File: src/rtl/npu_layer_sequencer.sv
// npu_layer_sequencer: steps the conv engine through up to MAX_LAYERS descriptors, ping-ponging
// activation buffers between layers. Define LAYER_TIMEOUT_EN to add a per-layer WAIT watchdog.
module npu_layer_sequencer #(
    parameter int              MAX_LAYERS  = 8,
    parameter int              LIDX_W      = 3,
    parameter int              ADDR_W      = 16,
    parameter logic [ADDR_W-1:0] BUF_A     = 16'h0000,
    parameter logic [ADDR_W-1:0] BUF_B     = 16'h8000,
    parameter logic [31:0]     TIMEOUT_CYC = 32'd2000000
) (
    input  logic              clk,
    input  logic              resetn,
    input  logic              cfg_we,
    input  logic [LIDX_W-1:0] cfg_idx,
    input  logic [2:0]        cfg_k,
    input  logic [13:0]       cfg_ic,
    input  logic [5:0]        cfg_img_h,
    input  logic [5:0]        cfg_img_w,
    input  logic [7:0]        cfg_oc,
    input  logic [2:0]        cfg_stride,
    input  logic [3:0]        cfg_shift_n,
    input  logic [LIDX_W:0]   num_layers,
    input  logic              start,
    output logic              busy,
    output logic              done,
    output logic              err,
    output logic [LIDX_W-1:0] err_layer,
    output logic              eng_start,
    input  logic              eng_done,
    output logic [2:0]        eng_k,
    output logic [13:0]       eng_ic,
    output logic [5:0]        eng_img_h,
    output logic [5:0]        eng_img_w,
    output logic [7:0]        eng_oc,
    output logic [2:0]        eng_stride,
    output logic [3:0]        eng_shift_n,
    output logic [ADDR_W-1:0] eng_in_base,
    output logic [ADDR_W-1:0] eng_out_base,
    output logic [LIDX_W-1:0] cur_layer,
    output logic [2:0]        fsm_state
);
    // Handshakes are single-cycle pulses: start is accepted only in IDLE (busy low), eng_start
    // is high for exactly the LAUNCH cycle, and eng_done is honoured only while in WAIT.
    typedef enum logic [2:0] {IDLE, CHECK, LAUNCH, WAIT, NEXT, FINISH} state_t;

    localparam logic [LIDX_W:0] MAX_N = (LIDX_W+1)'(MAX_LAYERS);

    state_t            state;
    logic [LIDX_W:0]   n_layers;
    logic [LIDX_W-1:0] idx;
    logic [LIDX_W:0]   idx_count;
    logic              desc_ok;

    logic [2:0]  d_k      [MAX_LAYERS];
    logic [13:0] d_ic     [MAX_LAYERS];
    logic [5:0]  d_img_h  [MAX_LAYERS];
    logic [5:0]  d_img_w  [MAX_LAYERS];
    logic [7:0]  d_oc     [MAX_LAYERS];
    logic [2:0]  d_stride [MAX_LAYERS];
    logic [3:0]  d_shift  [MAX_LAYERS];

`ifdef LAYER_TIMEOUT_EN
    logic [31:0] wait_cnt;
`endif

    assign fsm_state = state;
    assign idx_count = {1'b0, idx} + (LIDX_W+1)'(1);

    // busy is still low in the start cycle, so a same-cycle write lands before CHECK reads it.
    always_ff @(posedge clk or negedge resetn) begin
        if (!resetn) begin
            for (int i = 0; i < MAX_LAYERS; i++) begin
                d_k[i]      <= '0;
                d_ic[i]     <= '0;
                d_img_h[i]  <= '0;
                d_img_w[i]  <= '0;
                d_oc[i]     <= '0;
                d_stride[i] <= '0;
                d_shift[i]  <= '0;
            end
        end else if (cfg_we && !busy) begin
            d_k[cfg_idx]      <= cfg_k;
            d_ic[cfg_idx]     <= cfg_ic;
            d_img_h[cfg_idx]  <= cfg_img_h;
            d_img_w[cfg_idx]  <= cfg_img_w;
            d_oc[cfg_idx]     <= cfg_oc;
            d_stride[cfg_idx] <= cfg_stride;
            d_shift[cfg_idx]  <= cfg_shift_n;
        end
    end

    always_comb begin
        desc_ok = 1'b1;
        if (d_k[idx] == '0 || d_stride[idx] == '0 || d_ic[idx] == '0 || d_oc[idx] == '0)
            desc_ok = 1'b0;
        if ({3'b000, d_k[idx]} > d_img_h[idx] || {3'b000, d_k[idx]} > d_img_w[idx])
            desc_ok = 1'b0;
    end

    always_ff @(posedge clk or negedge resetn) begin
        if (!resetn) begin
            state        <= IDLE;
            n_layers     <= '0;
            idx          <= '0;
            busy         <= 1'b0;
            done         <= 1'b0;
            err          <= 1'b0;
            err_layer    <= '0;
            eng_start    <= 1'b0;
            eng_k        <= '0;
            eng_ic       <= '0;
            eng_img_h    <= '0;
            eng_img_w    <= '0;
            eng_oc       <= '0;
            eng_stride   <= '0;
            eng_shift_n  <= '0;
            cur_layer    <= '0;
            eng_in_base  <= BUF_A;
            eng_out_base <= BUF_B;
`ifdef LAYER_TIMEOUT_EN
            wait_cnt     <= '0;
`endif
        end else begin
            done      <= 1'b0;
            eng_start <= 1'b0;
            case (state)
                IDLE: begin
                    if (start) begin
                        n_layers     <= num_layers;
                        err          <= 1'b0;
                        idx          <= '0;
                        eng_in_base  <= BUF_A;
                        eng_out_base <= BUF_B;
                        busy         <= 1'b1;
                        state        <= CHECK;
                        if (num_layers == '0 || num_layers > MAX_N) begin
                            err       <= (num_layers != '0);
                            err_layer <= '0;
                            busy      <= 1'b0;
                            done      <= 1'b1;
                            state     <= FINISH;
                        end
                    end
                end
                CHECK: begin
                    cur_layer   <= idx;
                    eng_k       <= d_k[idx];
                    eng_ic      <= d_ic[idx];
                    eng_img_h   <= d_img_h[idx];
                    eng_img_w   <= d_img_w[idx];
                    eng_oc      <= d_oc[idx];
                    eng_stride  <= d_stride[idx];
                    eng_shift_n <= d_shift[idx];
                    if (desc_ok) begin
                        eng_start <= 1'b1;
                        state     <= LAUNCH;
                    end else begin
                        err       <= 1'b1;
                        err_layer <= idx;
                        busy      <= 1'b0;
                        done      <= 1'b1;
                        state     <= FINISH;
                    end
                end
                LAUNCH: begin
`ifdef LAYER_TIMEOUT_EN
                    wait_cnt <= '0;
`endif
                    state <= WAIT;
                end
                WAIT: begin
                    if (eng_done) begin
                        state <= NEXT;
`ifdef LAYER_TIMEOUT_EN
                    end else if (wait_cnt == TIMEOUT_CYC - 32'd1) begin
                        err       <= 1'b1;
                        err_layer <= idx;
                        busy      <= 1'b0;
                        done      <= 1'b1;
                        state     <= FINISH;
                    end else begin
                        wait_cnt <= wait_cnt + 32'd1;
`endif
                    end
                end
                NEXT: begin
                    if (idx_count == n_layers) begin
                        busy  <= 1'b0;
                        done  <= 1'b1;
                        state <= FINISH;
                    end else begin
                        idx          <= idx + 1'b1;
                        eng_in_base  <= eng_out_base;
                        eng_out_base <= eng_in_base;
                        state        <= CHECK;
                    end
                end
                FINISH:  state <= IDLE;
                default: state <= IDLE;
            endcase
        end
    end
endmodule

File: config.mk
export PLATFORM = sky130hd
export DESIGN_NAME = npu_layer_sequencer
export DESIGN_NICKNAME = d
export VERILOG_FILES = /design/src/rtl/npu_layer_sequencer.sv
export SDC_FILE = /design/constraint.sdc
export NUM_CORES = 1
export LEC_CHECK = 0
export ABC_AREA = 1
export CELL_PAD_IN_SITES_DETAIL_PLACEMENT = 0
export CELL_PAD_IN_SITES_GLOBAL_PLACEMENT = 2
export CORE_ASPECT_RATIO = 1.2
export CORE_UTILIZATION = 32
export DETAILED_ROUTE_END_ITERATION = 8
export HOLD_SLACK_MARGIN = 0.08
export PLACE_DENSITY = 0.75
export SYNTH_ARGS = -nofsm -noshare
export SYNTH_HDL_FRONTEND = slang
export SYNTH_SLANG_ARGS = --single-unit
File: constraint.sdc
create_clock -name clk -period 2.6 [get_ports clk]
set_input_delay 0.26 -clock clk [delete_from_list [all_inputs] [get_ports clk]]
set_output_delay 0.26 -clock clk [all_outputs]
set_load 0.01 [all_outputs]
After elaboration in Yosys (flattened, before gate mapping). Index checks and enable logic that the tools add are counted.

Add/subtract/negate cells: 2. $lt $le $gt $ge: 6. Equal/unequal tests: 11. Mux-type cells: 75. Bitwise gates (word level): 2. Reduce and logical (&&, ||, !) cells: 24.

Operator list (number): $bwmux 112 (1); $bwmux 48 (2); $bwmux 64 (1); $mux 16 (4); $pmux 16 s2 (2); $bwmux 24 (2); $mux 3 (15); $bmux 14 s3 (1); $demux 14 s3 (1); $mux 14 (3); $bmux 6 s3 (2); $bwmux 32 (1); $mux 6 (5); $bmux 8 s3 (1); $demux 8 s3 (1); $mux 8 (3); $bmux 3 s3 (2); $demux 6 s3 (1); $mux 1 (15); $pmux 3 s5 (1); $logic_not 14->1 (1); $bmux 4 s3 (1); $demux 4 s3 (1); $gt 3x6->1 (2); other kinds (28) (51).

Register bits: 448. Input port bits: 56.

Longest topological paths before layout.
Word-level depth: 12. Depth in mapped cells: 24. Gate-level depth less buffers: 23.

Worst setup path before layout. OpenSTA, ideal clock, no wires.

Path kind: flip-flop to flip-flop. Start: register idx[0]. End: register err_layer[0]. Arrival time: 2.689 ns. Path slack: -0.207 ns. Cell stages (with the launch flop): 23. Period minus slack after synthesis: 2.807 ns. Cells stage by stage: dfrtp_1 > inv_2 > buf_4 > buf_4 > buf_2 > clkbuf_1 > nor2_1 > o221ai_1 > o21ai_0 > ha_1 > nand2_1 > inv_1 > nand2_1 > a22oi_1 > nand2_1 > nor2_1 > nor2_1 > nand2_1 > nor2_2 > nand3_2 > nand3_2 > nand2_1 > nand2_1.

Word-level cells in the longest chain between the ends: 12. Elaborated cells between the ends (all ways): 35. Classes of those cells: 2 x order compare; 1 x eq/ne; 22 x mux; 1 x bitwise; 9 x reduce/logical.

Ends and longest elaborated chain: start: declaration (line 50) `logic [LIDX_W-1:0] idx;`; start signal: assignment (line 192) `idx <= idx + 1'b1;`; branches (longest 12 deep; another with $gt 3x6->1); end signal: assignment (line 159) `err_layer <= idx;`; end: declaration (line 27) `output logic [LIDX_W-1:0] err_layer,`.

Parallel ways; which one is timed is not known. The select of a mux whose other input is x is not followed. A chain may end at the register's enable or synchronous reset.

Worst setup path after layout.
Start: register idx[1]. End: register err_layer[0].

Word-level cells in the longest chain between the ends: 12. Elaborated cells between the ends (all ways): 33. Classes of those cells: 2 x order compare; 1 x eq/ne; 20 x mux; 1 x bitwise; 9 x reduce/logical.

Ends and longest elaborated chain: $not 3->4 (not written as such) * (line 94, 96); branches (longest 8 deep; another with $gt 3x6->1); $mux 1 * (line 96) `if ({3'b000, d_k[idx]} > d_img_h[idx] || {3'b000, d_k[idx]} > d_img_w[idx])`; $ne 2x2->1 (no source line) *; $reduce_and 4->1 (no source line) *.

Every way passes the cells marked *. The select of a mux whose other input is x is not followed.

==> results.json <==
{
  "synth_top_area_share_pct": 55.79,
  "dr.first_iter.drc_count": 1067,
  "fmaxAchievable_ghz": 0.3683,
  "grt_first_pass_wirelength_um": 98820,
  "fp-row-count": 100,
  "worst_setup_path_type": "flip-flop to flip-flop",
  "finalHoldViolCount": 0,
  "syn2layout_area_growth_pct": 26.15,
  "synth_cell_area_um2": 20050,
  "die_area_um2": 63660,
  "cp_data_required_time_ns": 3.06,
  "routed-via-count": 16980,
  "crit_chain": "buf_12 -> clkbuf_16 -> o21ai_0 -> o221ai_1 -> o21ai_2 -> ha_4 -> nand2_1 -> inv_1 -> nand2_1 -> nand2_1 -> nand2_1 -> nand3b_1 -> nor2_1 -> nor2_1 -> nand2_1 -> nor2_2 -> buf_6 -> nand3_4 -> nand3_4 -> nand2_1 -> nand2_1",
  "final_layout_size_suffix_gt1_share_pct": 10.72,
  "failed_checks": "setup timing",
  "worst_clock_skew_ns": 0.01689,
  "peakVddDrop_mv": 0.5509,
  "route.antenna.remaining_nets": 0,
  "postSynthNetCount": 2515,
  "tightestPinTransition_ns": 0.6742,
  "critical_path.most_common_cell": "sky130_fd_sc_hd__nand2_1",
  "numClockSinks": 448,
  "synth_cells": 2452,
  "grt_util_all_layers_pct": 19.85,
  "post-synth-top-area-cell": "sky130_fd_sc_hd__dfrtp_1",
  "worst-endpoint-arrival_ns": 3.18,
  "crit_path_start_kind": "flip-flop",
  "tritoncts": "yes",
  "synthTopCellsByArea": "sky130_fd_sc_hd__dfrtp_1 56%, sky130_fd_sc_hd__nand2_1 13%, sky130_fd_sc_hd__o21ai_0 11%, sky130_fd_sc_hd__inv_1 4.1%, sky130_fd_sc_hd__nor2_1 3.9%",
  "cpMaxStageDelayCell": "sky130_fd_sc_hd__dfrtp_4",
  "synth.mux.area_fraction_pct": 0,
  "gp_congestion": 0.7894,
  "yosysSeqAreaShare_pct": 55.93,
  "ys_ff_latch": 448,
  "grt.overflow.total": 0,
  "cts.clk_slew.worst_paths_ns": 0.06,
  "layout_min_cycle_time_ns": 2.715,
  "place_hpwl_um": 39620,
  "clk_path_buf_depth": 3,
  "setup_viol": 9,
  "synth_cell_types": 32,
  "drc_errors": 0,
  "critical_path.max_stage_delay_ns": 0.48,
  "drt_pass1_iterations": 5,
  "period_share_pct": 104.4,
  "clock_latency_ns": 0.59,
  "io_buffer_count": 144,
  "final.hold.worst_slack_ns": 0.1207,
  "layout.core_utilization_pct": 40.83,
  "clock_tree.htree_level_count": 2,
  "floorplan.die.height_um": 276.2,
  "timing.max_cap.violations": 0,
  "synth-xor-area-share_pct": 0.2184,
  "outcome": "finished, violations left",
  "vias_in_the_first_global_route": 16830,
  "synth-warning-count": 0,
  "hold_class": "input port to async pin",
  "post_synth_fa_ha_maj_area_fraction_pct": 0.4369,
  "p_leak_uw": 0.01188,
  "finalWorstSetupSlack_ns": -0.1153,
  "path_max_fanout": 12,
  "cts.root.buffer_cell": "sky130_fd_sc_hd__clkbuf_16",
  "initial_utilization_pct": 32.37,
  "slew_headroom_pct": 55.06,
  "drt-wirelength-per-cell_um": 18.05,
  "postSynthAreaPerCell_um2": 8.176,
  "synth_compound_area_share_pct": 15.96,
  "routed_wl_um": 63220,
  "finish.net_count": 2711,
  "final_cell_mix": "711 x sky130_fd_sc_hd__nand2_1, 444 x sky130_fd_sc_hd__dfrtp_1, 436 x sky130_fd_sc_hd__o21ai_0",
  "synthSimpleGateAreaFrac_pct": 19.65,
  "cells_after_dpl": 3397,
  "design.core.area_um2": 61930,
  "layoutNonFillerInstCount": 3503,
  "cp-end-kind": "flip-flop",
  "maxSlewViolCount": 0,
  "maximum_number_of_pins_on_one_net_before_global_route_repair": 105,
  "num_io_pins": 145,
  "number_of_antenna_violations_at_the_first_check_in_global_routing": 2,
  "synth_top_family_by_area": "simple AND/OR/NAND/NOR gates",
  "mostFrequentLayoutCell": "sky130_fd_sc_hd__nand2_1",
  "rsz0062_at_grt": "yes",
  "numCtsBuffers": 49,
  "die_x_um": 230.5,
  "power_dens_cells_nw_per_um2": 1220,
  "vias_per_cell": 4.847
}
[routing by layer]
layer | vias up | track usage (%) | part of all wire, %
li1 | 8285 | - | -
met1 | 8292 | 26.68 | 46
met2 | 322 | 33.40 | 48
met3 | 77 | 3.177 | 4.1
met4 | 2 | 4.500 | 2.0
met5 | - | 0 | 0.016
[synthesized netlist by cell type (all sizes together)]
master  instances
a21oi          37
a31oi          23
o22ai          39
xor2            3
o221ai          4
nand3b          2
nor3            3
nand2         715
nor2          208
inv           224
clkbuf         91
dfrtp         447
nand4           7
nand3          73
clkinv          2
buf            64
ha              7
dfstp           1
a22oi           2
o31ai           1
xnor2           2
o211ai         33
o21ai         464
[registers in the layout, summed over array words and instances (netlist names), 3 cells and up]
signal,cells
d_ic,112
d_oc,64
d_img_h,48
d_img_w,48
d_shift,32
d_k,24
d_stride,24
eng_in_base,16
eng_out_base,16
eng_ic,14
eng_oc,8
eng_img_h,6
eng_img_w,6
eng_shift_n,4
n_layers,4
cur_layer,3
eng_k,3
eng_stride,3
err_layer,3
fsm_state,3
idx,3
[worst max-delay path: cells and delay by family, from the launching register on]
kind	cells	cell delay [ns]
AO/OA/AOI/OAI	3	0.43
flip-flops	1	0.48
adder cells (fa/ha/maj)	1	0.28
buffers and inverters	4	0.47
AND/OR/NAND/NOR	13	0.92
[kinds of logic after synthesis]
family	count (synthesis)
AO/OA/AOI/OAI	603
XOR/XNOR	5
adder cells (fa/ha/maj)	7
buffers and inverters	381
flip-flops	448
AND/OR/NAND/NOR	1008
[through the flow]
stage | setup TNS (ns) | setup slack [ns] | total power, uW | instance area (um^2)
CTS | -0.6524 | -0.09858 | 30790 | 24990
finish | -0.8530 | -0.1153 | 30860 | 25290
global route | -2.815 | -0.3272 | 33300 | 25290
floorplan | -0.1243 | -0.03011 | 17940 | 20090
global placement | -1.405 | -0.1874 | 23020 | 23220
detailed placement | -1.795 | -0.2375 | 23190 | 23220
[path summary, 6_finish.rpt]
path                            slack [ns]                        to            startpoint  depth (start not counted)
worst max-delay path                 -0.12  err_layer[0]$_DFFE_PN0P_    idx[1]$_DFFE_PN0P_                         21
worst max register to register       -0.12  err_layer[0]$_DFFE_PN0P_    idx[1]$_DFFE_PN0P_                         21
min in group clk                      0.28      d_oc[38]$_DFFE_PN0P_             cfg_oc[6]                          3
worst min-delay path                  0.12      d_ic[95]$_DFFE_PN0P_                resetn                          2
max in group asynchronous             1.41       d_oc[9]$_DFFE_PN0P_                resetn                          4
worst min register to register        0.48      d_ic[91]$_DFFE_PN0P_  d_ic[91]$_DFFE_PN0P_                          2
[cell type report]
cell class / count / area, um^2
antenna: 1 / 2.502
clock buffer: 77 / 1511
clock inverter: 12 / 142.6
fill: 6332 / 36640
inverter: 226 / 863.3
multi-input combinational: 1624 / 7507
sequential: 448 / 11220
tap: 816 / 1021
timing repair buffer: 299 / 3022
[timing repair]
action / CTS / global route
hold endpoints to repair: 324 / 0
endpoints found under the setup margin: 10 / 44
gates cloned: 1 / 4
hold buffers: 1 / 0
setup buffers: 4 / 6
pin swaps: 7 / 10
resized for setup: 20 / 36
[power by group]
part | switching [uW] | leakage, uW | total (uW) | internal (uW)
combinational | 7270 | 0.00546 | 12600 | 5290
sequential | 1420 | 0.00561 | 11100 | 9700
clock | 2920 | 0.000811 | 7190 | 4270
(Power assumes the default switching activity.)
==> variant: new RTL, config.mk and constraints unchanged <==
Add an input register stage for `cfg_oc`; this delays it by one clock. The other inputs are not delayed to match.
--- a/src/rtl/npu_layer_sequencer.sv
+++ b/src/rtl/npu_layer_sequencer.sv
@@ -46,4 +46,10 @@
     localparam logic [LIDX_W:0] MAX_N = (LIDX_W+1)'(MAX_LAYERS);
 
+    logic [7:0] cfg_oc_q;
+
+    always_ff @(posedge clk) begin
+        cfg_oc_q <= cfg_oc;
+    end
+
     state_t            state;
     logic [LIDX_W:0]   n_layers;
@@ -84,5 +90,5 @@
             d_img_h[cfg_idx]  <= cfg_img_h;
             d_img_w[cfg_idx]  <= cfg_img_w;
-            d_oc[cfg_idx]     <= cfg_oc;
+            d_oc[cfg_idx]     <= cfg_oc_q;
             d_stride[cfg_idx] <= cfg_stride;
             d_shift[cfg_idx]  <= cfg_shift_n;
Function: changed (a bounded check fails within 4 cycles, from zero or initial values and one cycle with resetn low).
==> variant against the unedited design <==
The flow still finishes with violations (setup timing). Sequential cell count is 8 higher. Total power is 1.7% lower. Design area is 2.9% higher. Maximum frequency decreased by 2.5%. Via count is 0.59% higher. Synthesized area is 0.60% higher. Sequential share of layout area shrank 0.65 points. Wire length grew 2.7%. Setup slack got worse by 0.069 ns.
==> variant: results (changes against the unedited design) <==
Yosys
  • Syn. warnings: 0 (unchanged)
  • Syn nets: 2526 (+0.44%)
  • Async SR Flop Fraction: 98.2% (-1.8 points)
  • Yosys cell types: 31 (-3.1%)
  • Synth Area in XOR/XNOR: 0.217% (-0.0013 points)
  • Synth Flop Type: dfrtp_1
  • Largest cells by area after synthesis: dfrtp_1 55%, nand2_1 13%, o21ai_0 11%
  • Share of the yosys chip area belonging to registers: 56.4% (+0.46 points)
  • Adder-Cell Fraction of Synth Area: 0.434% (-0.0026 points)
  • Most common library cells after synthesis: 717 x nand2_1, 451 x o21ai_0, 447 x dfrtp_1
  • Post-synthesis compound-gate area fraction: 15.9% (-0.058 points)
  • Syn avg cell area: 8.19 um^2 (+0.15%)

Detailed routing
  • Vias per std cell: 4.84 (-0.21%)
  • WL final: 64900 um (+2.7%)
  • DR WL/cell: 18.4 um (+1.9%)
  • Number of DRC markers in iteration 0: 1154 (+8.2%)
  • TritonRoute pass-1 iters: 6 (+1)

Power
  • Leakage: 12.2 nW (+2.5%)
  • Maximum VDD drop: 0.443 mV (-20%)

Outcome
  • Failing checks: setup timing
  • Status: finished with violations

Critical path
  • Worst Path Arrival: 3.30 ns (+0.12 ns)
  • Crit-path max FO: 8 (-4)
  • Max stage delay on crit path: 0.57 ns (+0.09 ns)

Placement
  • RePlAce Congestion: 0.813 (+2.9%)
  • Placed cell area: 23500 um^2 (+1.3%)
  • DP Wirelength: 41600 um (+5.1%)
  • # placed instances: 3417 (+0.59%)
  • Pre-CTS setup slack: -0.342 ns (-0.104 ns)

Finish
  • Layout Nets: 2739 (+1.0%)
  • Leading registers by flop count: d_ic: 112 flops, d_oc: 64 flops
  • ANT cells: 0 (-1)
  • Share of layout cells above drive strength 1: 12.5% (+1.8 points)

Timing
  • Clock Skew: 0.0145 ns (-0.00242 ns)
  • Final count of negative-setup-slack endpoints: 11 (+2)
  • Setup TNS: -1.56 ns (-0.703 ns)
  • Final WS setup: -0.185 ns (-0.0694 ns)
  • Relative slew slack: 63.1% (+8.1 points)

GRT
  • Tot GR Track Use: 20.3% (+0.40 points)
  • Met1 usage: 27.0% (+0.29 points)
  • Vias in the first global route: 17.2k (+2.4%)
  • Antenna violations before repair: 0 (-2)
  • Largest net degree at the start of global routing: 89 (-15%)
  • Wire length of the first global-routing pass: 101000 um (+2.1%)
  • M2 GR Usage: 34.7% (+1.3 points)
  • GR Layer Usage met3: 2.80% (-0.38 points)

Min path
  • Worst min path class: in -> reg

Clock network
  • Worst-Skew Late Latency: 0.59 ns (about the same)
  • TritonCTS Buffers: 52 (+6.1%)
variant: power by group:
group	switching [mW]	total, mW	leakage (nW)	internal, mW
Combinational	6.61	11.6	5.64	4.94
Sequential	1.47	11.3	5.67	9.83
Clock	2.99	7.49	0.857	4.50
Total	11.1	30.3	12.2	19.3
variant: repair_timing:
| action | in CTS | in global routing |
|---|---|---|
| setup buffers | 4 | 7 |
| pin swaps | 1 | 21 |
| cloned | 0 | 8 |
| hold buffers | 2 | 0 |
| endpoints found under the hold margin | 132 | 0 |
| endpoints found under the setup margin | 44 | 42 |
| gates resized for setup | 11 | 105 |
variant: cell type report:
cell class | instances | area (um^2)
Timing Repair Buffer | 314 | 3320
Clock inverter | 10 | 131
Fill cell | 6325 | 36200
Tap cell | 816 | 1020
Sequential cell | 456 | 11400
Clock buffer | 83 | 1610
Inverter | 228 | 871
Multi-Input combinational cell | 1624 | 7700
variant: worst paths after layout:
check | startpoint | slack [ns] | to | cells past startpoint
worst min-delay path | cfg_oc[0] | 0.12 | cfg_oc_q[0]$_DFF_P_ | 1
max in group asynchronous | resetn | 1.44 | eng_k[2]$_DFFE_PN0P_ | 4
worst max register to register | idx[0]$_DFFE_PN0P_ | -0.18 | err_layer[1]$_DFFE_PN0P_ | 19
min in group asynchronous | resetn | 0.23 | eng_ic[10]$_DFFE_PN0P_ | 2
worst max-delay path | idx[0]$_DFFE_PN0P_ | -0.18 | err_layer[1]$_DFFE_PN0P_ | 19
worst min register to register | d_shift[24]$_DFFE_PN0P_ | 0.48 | d_shift[24]$_DFFE_PN0P_ | 2
variant: cells by family (layout without fill, tap and decap cells):
| group | after synthesis | in the layout |
|---|---|---|
| buffers and inverters | 384 | 635 |
| adder cells (fa/ha/maj) | 7 | 7 |
| flip-flops | 456 | 456 |
| AO/OA/AOI/OAI | 605 | 605 |
| AND/OR/NAND/NOR | 1006 | 1007 |
| XOR/XNOR | 5 | 5 |
variant: metal layers:
metal,vias up,wire length [um]
met2,352,31900
li1,8347,-
met4,0,1220
met1,8310,29300
met3,69,2550
met5,-,0
